[config.mk]
export PLATFORM = sky130hd
export DESIGN_NAME = pll_lock_monitor
export DESIGN_NICKNAME = d
export VERILOG_FILES = /design/src/rtl/pll_mon_pkg.sv /design/src/rtl/pll_mon_edge_sync.sv /design/src/rtl/pll_lock_monitor.sv
export SDC_FILE = /design/constraint.sdc
export NUM_CORES = 1
export LEC_CHECK = 0
export ABC_CLOCK_PERIOD_IN_PS = 4310
export CORE_MARGIN = 3
export CORE_UTILIZATION = 30
export DETAILED_ROUTE_END_ITERATION = 8
export PLACE_DENSITY = 0.58
export SLEW_MARGIN = 20
export SYNTH_ARGS = -nofsm -noshare
export SYNTH_HDL_FRONTEND = slang
export SYNTH_SLANG_ARGS = --single-unit
[constraint.sdc]
create_clock -name clk -period 4.31 [get_ports clk]
set_input_delay 0.862 -clock clk [delete_from_list [all_inputs] [get_ports clk]]
set_output_delay 0.862 -clock clk [all_outputs]
set_load 0.05 [all_outputs]
[src/rtl/pll_mon_pkg.sv]
// Shared types and helpers for the PLL lock monitor: state encoding and the
// timeout derivation used by the period counter.
package pll_mon_pkg;

  localparam logic [1:0] ST_IDLE_ENC    = 2'd0;
  localparam logic [1:0] ST_SYNC_ENC    = 2'd1;
  localparam logic [1:0] ST_MEASURE_ENC = 2'd2;
  localparam logic [1:0] ST_LOCKED_ENC  = 2'd3;

  typedef enum logic [1:0] {
    IDLE    = ST_IDLE_ENC,
    SYNC    = ST_SYNC_ENC,
    MEASURE = ST_MEASURE_ENC,
    LOCKED  = ST_LOCKED_ENC
  } pll_state_e;

  // First count value that can never be an in-tolerance period.
  function automatic int unsigned pll_timeout(input int unsigned period_nom,
                                              input int unsigned tol);
    return period_nom + tol + 1;
  endfunction

endpackage

[src/rtl/pll_mon_edge_sync.sv]
// Brings the monitored clock into the clk domain through two flops and
// flags its rising edge using one further delay flop.
module pll_mon_edge_sync
  import pll_mon_pkg::*;
(
  input  logic clk,
  input  logic rst_n,
  input  logic async_in,
  output logic rise_c
);

  logic meta;
  logic sync;
  logic dly;

  always_ff @(posedge clk or negedge rst_n) begin
    if (!rst_n) begin
      meta <= 1'b0;
      sync <= 1'b0;
      dly  <= 1'b0;
    end else begin
      meta <= async_in;
      sync <= meta;
      dly  <= sync;
    end
  end

  assign rise_c = sync & ~dly;

endmodule

[src/rtl/pll_lock_monitor.sv]
// Measures the period of an asynchronous monitored clock in clk cycles and
// reports lock / error status. Define PLL_LOCK_MONITOR_HIST_EN for min/max history.
module pll_lock_monitor
  import pll_mon_pkg::*;
#(
  parameter int unsigned PERIOD_NOM = 8,
  parameter int unsigned TOL        = 1,
  parameter int unsigned LOCK_COUNT = 16,
  parameter int unsigned CNT_W      = 8
) (
  input  logic             clk,
  input  logic             rst_n,
  input  logic             mon_clk,
  input  logic             enable,
  input  logic             err_clr,
  output logic             locked,
  output logic [CNT_W-1:0] period,
  output logic             period_vld,
  output logic             err,
  output logic [CNT_W-1:0] per_min,
  output logic [CNT_W-1:0] per_max
);

  localparam int unsigned RUN_W = $clog2(LOCK_COUNT + 1);
  localparam logic [CNT_W-1:0] TIMEOUT  = CNT_W'(pll_timeout(PERIOD_NOM, TOL));
  localparam logic [CNT_W-1:0] GOOD_LO  = CNT_W'(PERIOD_NOM - TOL);
  localparam logic [CNT_W-1:0] GOOD_HI  = CNT_W'(PERIOD_NOM + TOL);
  localparam logic [RUN_W-1:0] RUN_LOCK = RUN_W'(LOCK_COUNT);

  pll_state_e       state_q;
  pll_state_e       state_d;
  logic [CNT_W-1:0] cnt_q;
  logic [CNT_W-1:0] cnt_d;
  logic [RUN_W-1:0] run_q;
  logic [RUN_W-1:0] run_d;
  logic [RUN_W-1:0] run_inc;
  logic             locked_d;
  logic [CNT_W-1:0] period_d;
  logic             vld_d;
  logic             err_set;
  logic             err_d;
  logic             rise_c;
  logic             good_c;

  pll_mon_edge_sync u_edge_sync (
    .clk      (clk),
    .rst_n    (rst_n),
    .async_in (mon_clk),
    .rise_c   (rise_c)
  );

  assign good_c  = (cnt_q >= GOOD_LO) && (cnt_q <= GOOD_HI);
  assign run_inc = run_q + RUN_W'(1);

  // Next-state, counter and output decode.
  always_comb begin
    state_d  = state_q;
    cnt_d    = cnt_q;
    run_d    = run_q;
    locked_d = locked;
    period_d = period;
    vld_d    = 1'b0;
    err_set  = 1'b0;

    if (rise_c) begin
      cnt_d = CNT_W'(1);
    end else if (cnt_q != TIMEOUT) begin
      cnt_d = cnt_q + CNT_W'(1);
    end

    case (state_q)
      IDLE: begin
        cnt_d    = '0;
        run_d    = '0;
        locked_d = 1'b0;
        if (enable) begin
          state_d = SYNC;
        end
      end
      SYNC: begin
        run_d    = '0;
        locked_d = 1'b0;
        if (rise_c) begin
          state_d = MEASURE;
        end
      end
      MEASURE: begin
        if (rise_c) begin
          period_d = cnt_q;
          vld_d    = 1'b1;
          if (good_c) begin
            run_d = run_inc;
            if (run_inc == RUN_LOCK) begin
              state_d  = LOCKED;
              locked_d = 1'b1;
            end
          end else begin
            err_set = 1'b1;
            run_d   = '0;
          end
        end else if (cnt_q == TIMEOUT) begin
          err_set  = 1'b1;
          locked_d = 1'b0;
          run_d    = '0;
          state_d  = SYNC;
        end
      end
      LOCKED: begin
        if (rise_c) begin
          period_d = cnt_q;
          vld_d    = 1'b1;
          if (!good_c) begin
            err_set  = 1'b1;
            locked_d = 1'b0;
            run_d    = '0;
            state_d  = MEASURE;
          end
        end else if (cnt_q == TIMEOUT) begin
          err_set  = 1'b1;
          locked_d = 1'b0;
          run_d    = '0;
          state_d  = SYNC;
        end
      end
      default: begin
        state_d = IDLE;
      end
    endcase

    // Disabling overrides everything; err and period keep their values.
    if (!enable) begin
      state_d  = IDLE;
      cnt_d    = '0;
      run_d    = '0;
      locked_d = 1'b0;
      period_d = period;
      vld_d    = 1'b0;
      err_set  = 1'b0;
    end
  end

  // A new error beats a simultaneous clear.
  assign err_d = err_set | (err & ~err_clr);

  always_ff @(posedge clk or negedge rst_n) begin
    if (!rst_n) begin
      state_q    <= IDLE;
      cnt_q      <= '0;
      run_q      <= '0;
      locked     <= 1'b0;
      period     <= '0;
      period_vld <= 1'b0;
      err        <= 1'b0;
    end else begin
      state_q    <= state_d;
      cnt_q      <= cnt_d;
      run_q      <= run_d;
      locked     <= locked_d;
      period     <= period_d;
      period_vld <= vld_d;
      err        <= err_d;
    end
  end

`ifdef PLL_LOCK_MONITOR_HIST_EN
  // Running min/max of reported periods; err_clr restarts the history.
  always_ff @(posedge clk or negedge rst_n) begin
    if (!rst_n) begin
      per_min <= '1;
      per_max <= '0;
    end else if (err_clr) begin
      per_min <= '1;
      per_max <= '0;
    end else if (vld_d) begin
      if (period_d < per_min) begin
        per_min <= period_d;
      end
      if (period_d > per_max) begin
        per_max <= period_d;
      end
    end
  end
`else
  assign per_min = '0;
  assign per_max = '0;
`endif

endmodule
==> results of run 1 <==
## flip-flops by register name (all words and copies together), names as in the netlist
name and flops:
u_edge_sync.meta 1, cnt_q 8, state_q 2, locked 1, period 8, u_edge_sync.sync 1
run_q 5, period_vld 1, u_edge_sync.dly 1, err 1
## power breakdown
group	total, mW	leakage, nW	internal, mW	switching, mW
clock network	0.289	0.0585	0.188	0.101
registers	0.287	0.393	0.279	0.00798
logic	0.0757	0.382	0.0163	0.0594
## final cells by class
| type | instances | area [um^2] |
|---|---|---|
| clock buffers | 7 | 86.3 |
| clock inverters | 1 | 30.0 |
| fillers | 480 | 3030 |
| inverters | 5 | 18.8 |
| multi-input cells | 113 | 741 |
| flip-flops and latches | 29 | 726 |
| well taps | 67 | 83.8 |
| repair buffers | 17 | 165 |
## Yosys cell counts, types with 2 or more instances
| master | n |
|---|---|
| nor2_1 | 10 |
| o21ai_0 | 3 |
| nor2b_1 | 2 |
| nand2b_1 | 3 |
| clkbuf_1 | 4 |
| inv_1 | 5 |
| and3_1 | 5 |
| nor3b_1 | 2 |
| nand3_1 | 8 |
| buf_4 | 16 |
| ha_1 | 5 |
| mux2_1 | 4 |
| xnor2_1 | 2 |
| nand4b_1 | 2 |
| dfrtp_1 | 29 |
| a22o_1 | 2 |
| xor2_1 | 5 |
| a21oi_1 | 4 |
| nand2_1 | 16 |
| mux2_2 | 4 |
| o22ai_1 | 3 |
| a211o_1 | 2 |
## placed cells by master, fill, tap and decap left out, types with 2 or more instances in the layout
| master | netlist | final |
|---|---|---|
| nand4b_1 | 2 | 2 |
| dfrtp_1 | 29 | 29 |
| nor2b_1 | 2 | 2 |
| xor2_1 | 5 | 5 |
| and3_1 | 5 | 5 |
| nand3_1 | 8 | 8 |
| a211o_1 | 2 | 2 |
| o22ai_1 | 3 | 3 |
| nand2b_1 | 3 | 3 |
| xnor2_1 | 2 | 2 |
| ha_1 | 5 | 5 |
| nor2_1 | 10 | 10 |
| conb_1 | 1 | 16 |
| o21ai_0 | 3 | 3 |
| clkdlybuf4s50_1 | 0 | 15 |
| a21oi_1 | 4 | 4 |
| inv_1 | 5 | 5 |
| clkbuf_8 | 0 | 6 |
| nor3b_1 | 2 | 2 |
| nand2_1 | 16 | 16 |
| mux2_2 | 4 | 4 |
| a22o_1 | 2 | 2 |
| buf_4 | 16 | 2 |
| mux2_1 | 4 | 4 |
## through the flow
step	hold WS [ps]	total power [mW]	cell area [um^2]	util, %	worst slack [ps]
after floorplan	331	0.359	1620	-	2520
after global placement	333	0.369	1730	35.5	1750
after detailed placement	348	0.370	1730	35.5	1720
after CTS	364	0.664	1850	37.9	1970
after global routing	372	0.680	1850	37.9	1930
final	358	0.652	1850	37.9	1980
## routing by layer
layer / GRT usage, % / share of wire [%]
met1: 12.6 / 49
met3: 3.56 / 4.6
met2: 14.6 / 44
met4: 5.24 / 2.5
met5: 0 / 0
## logic make-up after synthesis
group,after synthesis
adder cells (fa/ha/maj),5
other,1
buffers and inverters,25
AND/OR/NAND/NOR,55
AO/OA/AOI/OAI,22
flip-flops,29
multiplexers,8
XOR/XNOR,7
## worst min-delay path by stage
stage	startpoint	end	slack, ps	cells past startpoint
final	u_edge_sync.meta$_DFF_PN0_	u_edge_sync.sync$_DFF_PN0_	360	0
after global routing	u_edge_sync.meta$_DFF_PN0_	u_edge_sync.sync$_DFF_PN0_	370	0
after CTS	u_edge_sync.meta$_DFF_PN0_	u_edge_sync.sync$_DFF_PN0_	360	0
after detailed placement	u_edge_sync.meta$_DFF_PN0_	u_edge_sync.sync$_DFF_PN0_	350	0
after global placement	u_edge_sync.meta$_DFF_PN0_	u_edge_sync.sync$_DFF_PN0_	330	0
after floorplan	u_edge_sync.meta$_DFF_PN0_	u_edge_sync.sync$_DFF_PN0_	330	0
==> flow_summary.ini, run 1 <==
[outcome]
outcome = finished, final reports clean

[final_layout]
antennaDiodeCount = 0
syn2layout_area_growth_pct = 18.3
layout.nets = 181
drive_above_1_share_pct = 11.0
layoutNonFillerInstCount = 239

[clock_tree]
clkSlewWorstSetupHoldPaths_ps = 60
clock_latency_ps = 280
cts_sinks = 29
htreeDepth = 2
ctsHoldBuffers = 0
cts_made_buffers = 5
cts_tree = built
cts_max_path_buffers = 2
postCtsSetupRepairBufs = 0
cts_root_buf = clkbuf_8
cts_resized = 0

[worst_setup_path]
critPathMaxStageDelay_ps = 810
crit_chain = clkdlybuf4s50_1
regToRegEndpoint = run_q[3]$_DFFE_PN0P_
crit_type = flip-flop to output port
regToRegStartpoint = cnt_q[5]$_DFFE_PN0P_
crit_path_start_kind = flip-flop
required_ps = 3450
crit_family = buffers and inverters
critical_path_arrival_ps = 1470
endpoint_kind = output port
critical_path_depth = 1
r2r_cells = 5
path_buf_inv = 1
crit_fanout = 3
crit_start = locked$_DFFE_PN0P_
crit_slowest_cell = clkdlybuf4s50_1
reg2reg_setup_slack_ps = 2460
endpoint = locked

[logic_synthesis]
ys_seq_elements = 29
synth.cell_area_mm2 = 0.00156
synth_edf_count = 0
yosys_warnings = 0
synth_adder_area_share_pct = 4.00
synth-xor-area-share_pct = 3.92
synthCells = 152
yosysTopAreaCellShare_pct = 46.4
synth_compound_area_share_pct = 11.2
ys_types = 38
ys_seq_area_share_pct = 46.4
synth_area_leaders = dfrtp_1, buf_4, ha_1
synth.avg_cell_area_um2 = 10.3
synth_flop_cell = dfrtp_1
yosys.area_share.simple_pct = 18.6
synth_top_family_by_area = simple AND/OR/NAND/NOR gates
synthMuxAreaShare_pct = 5.76
synth_top_cell_by_area = dfrtp_1
synthArstFlopShare_pct = 100

[timing]
fin_crit_ps = 2330
worst_slew_pin_slew_ps = 492
fmax_mhz = 430
fin_skew_ps = 7.54
finalHoldViolations = 0
tns_ps = 0
setup_viol = 0
rsz0062_at_grt = no
finalMaxSlewViolations = 0
fin_crit_sh_pct = 54.0
max_slew_margin_pct = 66.9

[global_routing]
grt_util_all_layers_pct = 9.89
grt_pass1_wl_mm = 4.66
antenna_found_initial = 0
gr-total-overflow = 0
grt_max_degree = 30
grt_pass1_vias = 1016

[detailed_routing]
vias = 1073
avgRoutedWirePerCell_um = 11.5
firstDrtPassIters = 4
post_drt_via_cell_ratio = 4.49
drt_iter0_drc = 36
ant_nets = 0
post-route-drc-count = 0
finalWirelength_mm = 2.75

[run]
drv_cap = 0

[worst_hold_path]
hold_class = flip-flop to flip-flop

[place]
dpl.hpwl_mm = 1.98
place_inst = 231
port_buffers = 15
place.gp.congestion = 0.720

[pwr]
static-leakage-power_nw = 0.834
ir_drop_mv = 0.182
cellPowerDensity_mw_per_mm2 = 352

[die]
die_h_um = 78.2
num_rows = 25
ios = 32
coreArea_mm2 = 0.00488
start_util_pct = 32.1
dieArea_mm2 = 0.00612
dieWidth_um = 78.2
(Power assumes the default switching activity.)
==> run 2: changes to the inputs <==
--- a/config.mk
+++ b/config.mk
@@ -5,7 +5,7 @@
 export SDC_FILE = /design/constraint.sdc
 export NUM_CORES = 1
 export LEC_CHECK = 0
-export ABC_CLOCK_PERIOD_IN_PS = 4310
+export ABC_CLOCK_PERIOD_IN_PS = 2400
 export CORE_MARGIN = 3
 export CORE_UTILIZATION = 30
 export DETAILED_ROUTE_END_ITERATION = 8
==> constraint.sdc (replaced) <==
create_clock -name clk -period 2.4 [get_ports clk]
set_input_delay 0.48 -clock clk [delete_from_list [all_inputs] [get_ports clk]]
set_output_delay 0.48 -clock clk [all_outputs]
set_load 0.05 [all_outputs]
==> run 2 against run 1 <==
  * Critical path depth unchanged
  * Cell area fell by 0.81%
  * Register-to-register slack worse by 2000 ps
  * Flip-flop and latch count stayed put
  * Wire length is 3.5% higher
  * Die area unchanged
  * First-iteration DRC count shrank 8.3%
  * Clock skew shrank 3.3 ps
  * Clock-buffer cell count stayed put
  * Utilization down 0.31 points
  * Global-route usage is 0.23 points higher
  * Critical path type unchanged
  * Critical endpoint unchanged
==> flow_summary.ini, run 2 (synthesis results as in run 1) <==
[timing]
fin_crit_ps = 1940
finalMaxSlewViolations = 0
finalHoldViolations = 0
rsz0062_at_grt = no
worst_slew_pin_slew_ps = 545
fin_crit_sh_pct = 80.8
max_slew_margin_pct = 63.3
tns_ps = 0
fin_skew_ps = 4.29
fmax_mhz = 516
finalWorstSetupSlack_ps = 461
setup_viol = 0

[global_routing]
gr-total-overflow = 0
antenna_found_initial = 0
grt_util_all_layers_pct = 10.1
grt_max_degree = 30
grt_pass1_wl_mm = 4.80
grt_pass1_vias = 1063

[final_layout]
drive_above_1_share_pct = 11.6
layout.nets = 181
antennaDiodeCount = 0
layout_common_cells = dfrtp_1, nand2_1, conb_1, clkdlybuf4s50_1, nor2_1
layout_commonest_cell = dfrtp_1
reg.largest.list = cnt_q: 8 flops, period: 8 flops, run_q: 5 flops
layoutNonFillerInstCount = 239
syn2layout_area_growth_pct = 17.4

[run]
drv_cap = 0

[clock_tree]
ctsHoldBuffers = 0
cts_max_path_buffers = 2
postCtsSetupRepairBufs = 0
cts_root_buf = clkbuf_8
clkSlewWorstSetupHoldPaths_ps = 60
cts_tree = built
clock_latency_ps = 280
cts_made_buffers = 5
cts_sinks = 29
cts_resized = 0
htreeDepth = 2

[place]
place.gp.congestion = 0.772
port_buffers = 15
dp_slack_ps = 379
dpl.hpwl_mm = 2.05
place_inst = 231

[detailed_routing]
avgRoutedWirePerCell_um = 11.9
firstDrtPassIters = 5
post_drt_via_cell_ratio = 4.52
ant_nets = 0
finalWirelength_mm = 2.84
drt_iter0_drc = 33
vias = 1081
post-route-drc-count = 0

[die]
start_util_pct = 32.1
die_h_um = 78.2
num_rows = 25
dieArea_mm2 = 0.00612
ios = 32
coreArea_mm2 = 0.00488
dieWidth_um = 78.2

[worst_setup_path]
critical_path_arrival_ps = 1460
crit_family = buffers and inverters
crit_slowest_cell = clkdlybuf4s50_1
crit_path_start_kind = flip-flop
required_ps = 1920
endpoint_kind = output port
crit_fanout = 3
path_buf_inv = 1
crit_type = flip-flop to output port
reg2reg_setup_slack_ps = 490
r2r_cells = 5
regToRegStartpoint = cnt_q[5]$_DFFE_PN0P_
critPathMaxStageDelay_ps = 810
regToRegEndpoint = run_q[2]$_DFFE_PN0P_
crit_chain = clkdlybuf4s50_1

[worst_hold_path]
min_from = u_edge_sync.meta$_DFF_PN0_
hold_class = flip-flop to flip-flop
holdPathStages = 0
worst_hold_path.endpoint = u_edge_sync.sync$_DFF_PN0_

[pwr]
static-leakage-power_nw = 0.830
cellPowerDensity_mw_per_mm2 = 597
p_total_mw = 1.10
ir_drop_mv = 0.249

[outcome]
outcome = finished, final reports clean
==> run 2: cell count changes in the layout (fill, tap and decap cells not counted) <==
| cell | previous run | this run |
|---|---|---|
| clkbuf_1 | 1 | 0 |
| bufinv_16 | 1 | 0 |
| clkinv_2 | 0 | 1 |
| clkbuf_8 | 6 | 7 |
==> run 2: metal layers <==
layer / global-route usage (%) / vias up / part of all wire [%]
met4: 6.82 / 0 / 1.7
met5: 0 / - / 0
met3: 3.10 / 6 / 6.2
met2: 15.2 / 27 / 46
met1: 12.4 / 513 / 46
li1: - / 535 / -
==> run 2: area by class of cell <==
type | instances | area [um^2]
tap | 67 | 83.8
clock inverter | 1 | 5.00
fill | 516 | 3040
sequential | 29 | 726
clock buffer | 7 | 96.3
inverter | 5 | 18.8
multi-input combinational | 113 | 741
timing repair buffer | 17 | 165
==> run 2: where the power goes <==
group,internal (mW),switching (mW),total [mW]
Clock,0.259,0.185,0.444
Combinational,0.0293,0.107,0.136
Sequential,0.502,0.0145,0.516
==> run 2: metrics by stage <==
stage	utilization [%]	cell area (um^2)	hold slack [ps]
finish	37.6	1840	349
global route	37.6	1840	371
CTS	37.6	1840	352
detailed placement	35.5	1730	338
global placement	35.5	1730	334
floorplan	-	1620	184
==> run 2: worst register-to-register path, cell delays in order (launching register included) <==
cell	delay, ps
dfrtp_1	450
nor4_2	570
nand3_2	200
nand2_2	140
o22ai_2	120
a211o_1	310
==> run 2: how the worst max path moves through the flow <==
stage | startpoint | to | slack, ps | cells after the start
finish | locked$_DFFE_PN0P_ | locked | 460 | 1
detailed placement | enable | run_q[3]$_DFFE_PN0P_ | 380 | 6
global route | cnt_q[5]$_DFFE_PN0P_ | run_q[3]$_DFFE_PN0P_ | 350 | 5
global placement | enable | run_q[3]$_DFFE_PN0P_ | 410 | 6
floorplan | cnt_q[0]$_DFFE_PN0P_ | run_q[3]$_DFFE_PN0P_ | 760 | 7
CTS | locked$_DFFE_PN0P_ | locked | 440 | 1
==> run 3: changes to the inputs <==
--- a/config.mk
+++ b/config.mk
@@ -5,11 +5,11 @@
 export SDC_FILE = /design/constraint.sdc
 export NUM_CORES = 1
 export LEC_CHECK = 0
-export ABC_CLOCK_PERIOD_IN_PS = 2400
+export ABC_CLOCK_PERIOD_IN_PS = 1600
 export CORE_MARGIN = 3
 export CORE_UTILIZATION = 30
 export DETAILED_ROUTE_END_ITERATION = 8
-export PLACE_DENSITY = 0.58
+export PLACE_DENSITY = 0.6
 export SLEW_MARGIN = 20
 export SYNTH_ARGS = -nofsm -noshare
 export SYNTH_HDL_FRONTEND = slang
==> constraint.sdc (replaced) <==
create_clock -name clk -period 1.6 [get_ports clk]
set_input_delay 0.32 -clock clk [delete_from_list [all_inputs] [get_ports clk]]
set_output_delay 0.32 -clock clk [all_outputs]
set_load 0.05 [all_outputs]
==> run 3 against run 2 <==
  * The flow now finishes with violations (negative setup slack)
  * Highest routed layer unchanged
  * Clock skew shrank 2.8 ps
  * Sequential power rose by 50%
  * Cell area up 12%
  * Worst hold slack improved by 1.1 ps
  * Largest power group unchanged
  * Worst setup slack got worse by 480 ps
  * First-iteration DRC count is 88% higher
==> flow_summary.ini, run 3 (synthesis results as in run 1) <==
[clock_tree]
clkSlewWorstSetupHoldPaths_ps = 60
cts_root_buf = clkbuf_8
cts_made_buffers = 5
htreeDepth = 2
cts_max_path_buffers = 2
cts_tree = built
clock_latency_ps = 270
ctsHoldBuffers = 0
cts_sinks = 29

[final_layout]
antennaDiodeCount = 0
register_area_um2 = 727
final_util_pct = 42.1
multi_input_area_um2 = 815
syn2layout_area_growth_pct = 31.3
fillerInstances = 496
layout_commonest_cell = buf_4
layout_common_cells = buf_4, dfrtp_1, nand2_1, conb_1, nor2_1
drive_above_1_share_pct = 32.5
layout.nets = 204
reg.largest.list = cnt_q: 8 flops, period: 8 flops, run_q: 5 flops

[outcome]
failed_checks = negative setup slack
outcome = complete, but fails checks

[place]
place.gp.congestion = 0.821
port_buffers = 15
dpl.hpwl_mm = 2.29
dp_slack_ps = -59.8

[die]
die_h_um = 78.2
dieArea_mm2 = 0.00612
coreArea_mm2 = 0.00488
num_rows = 25
dieWidth_um = 78.2
ios = 32
start_util_pct = 32.1

[timing]
whs_ps = 350
fin_crit_sh_pct = 101
finalMaxSlewViolations = 0
finalWorstSetupSlack_ps = -14.0
fin_crit_ps = 1610
setup_viol = 1
fin_skew_ps = 1.44
finalHoldViolations = 0
rsz0062_at_grt = yes
fmax_mhz = 620

[global_routing]
grt_util_all_layers_pct = 11.3
grt_pass1_wl_mm = 5.49
grt_pass1_vias = 1151
antenna_found_initial = 0
grt_max_degree = 30
gr-total-overflow = 0

[worst_setup_path]
required_ps = 1760
endpoint_kind = flip-flop
crit_fanout = 3
r2r_cells = 7
critical_path_arrival_ps = 1770
crit_type = flip-flop to flip-flop
crit_path_start_kind = flip-flop

[detailed_routing]
post-route-drc-count = 0
drt_iter0_drc = 62
firstDrtPassIters = 4
vias = 1177
ant_nets = 0
finalWirelength_mm = 3.20
avgRoutedWirePerCell_um = 12.3
post_drt_via_cell_ratio = 4.51

[pwr]
cellPowerDensity_mw_per_mm2 = 799
static-leakage-power_nw = 0.964
ir_drop_mv = 0.554

[worst_hold_path]
holdPathStages = 0
hold_class = flip-flop to flip-flop

[run]
drv_cap = 0
-- run 3: changes by cell type in the layout (fill, tap and decap cells not counted), moves of 2 or more --
cell / change
ha_2: +2
buf_4: +33
inv_2: +2
ha_4: +2
ha_1: -4
clkdlybuf4s50_1: -11
inv_1: -2
-- run 3: worst max-delay path, stage by stage (launching register included) --
cell	delay, ps
dfrtp_1	400
inv_2	90
ha_4	170
nor2_4	110
o22ai_2	100
and3_4	200
and3_1	170
a211o_1	260
-- run 3: final cells by class --
type	instances	share of cell area, %
Tap cell	67	4.08
Inverter	5	0.914
Clock buffer	7	4.20
Sequential cell	29	35.4
Multi-Input combinational cell	113	39.7
Timing Repair Buffer	40	15.7
-- run 3: what timing repair did --
action	in CTS	in global routing
pin swaps	5	7
resized for setup	1	8
endpoints found under the setup margin	5	8
buffers inserted	3	3
-- run 3: path summary, 6_finish.rpt --
path / start / end / slack (ps)
worst min-delay path: u_edge_sync.meta$_DFF_PN0_ / u_edge_sync.sync$_DFF_PN0_ / 350
worst max-delay path: cnt_q[1]$_DFFE_PN0P_ / run_q[3]$_DFFE_PN0P_ / -10
worst min register to register: u_edge_sync.meta$_DFF_PN0_ / u_edge_sync.sync$_DFF_PN0_ / 350
min in group asynchronous: rst_n / run_q[0]$_DFFE_PN0P_ / 430
max in group asynchronous: rst_n / cnt_q[0]$_DFFE_PN0P_ / 880
worst max register to register: cnt_q[1]$_DFFE_PN0P_ / run_q[3]$_DFFE_PN0P_ / -10
-- run 3: per-layer routing --
layer	global-route usage (%)	part of all wire [%]	up-vias
li1	-	-	577
met1	14.7	45	569
met2	18.2	50	27
met3	2.87	4.7	4
met4	3.67	1.1	0
met5	0	0	-
-- run 3: through the flow --
| step | setup TNS (ps) | area [um^2] | instances | total power, mW |
|---|---|---|---|---|
| 6_report | -14.0 | 2050 | 261 | 1.64 |
| 3_3_place_gp | -67.7 | 1870 | 248 | 1.02 |
| 4_1_cts | -11.0 | 1990 | 258 | 1.64 |
| 2_1_floorplan | 0 | 1650 | 167 | 0.973 |
| 5_1_grt | -277 | 2050 | 261 | 1.71 |
| 3_5_place_dp | -202 | 1870 | 248 | 1.02 |
-- run 3: report_power, final --
| part | leakage, nW | internal [mW] | switching [mW] |
|---|---|---|---|
| clock | 0.0443 | 0.341 | 0.264 |
| combinational | 0.528 | 0.0796 | 0.182 |
| sequential | 0.392 | 0.753 | 0.0213 |
| total | 0.964 | 1.17 | 0.467 |
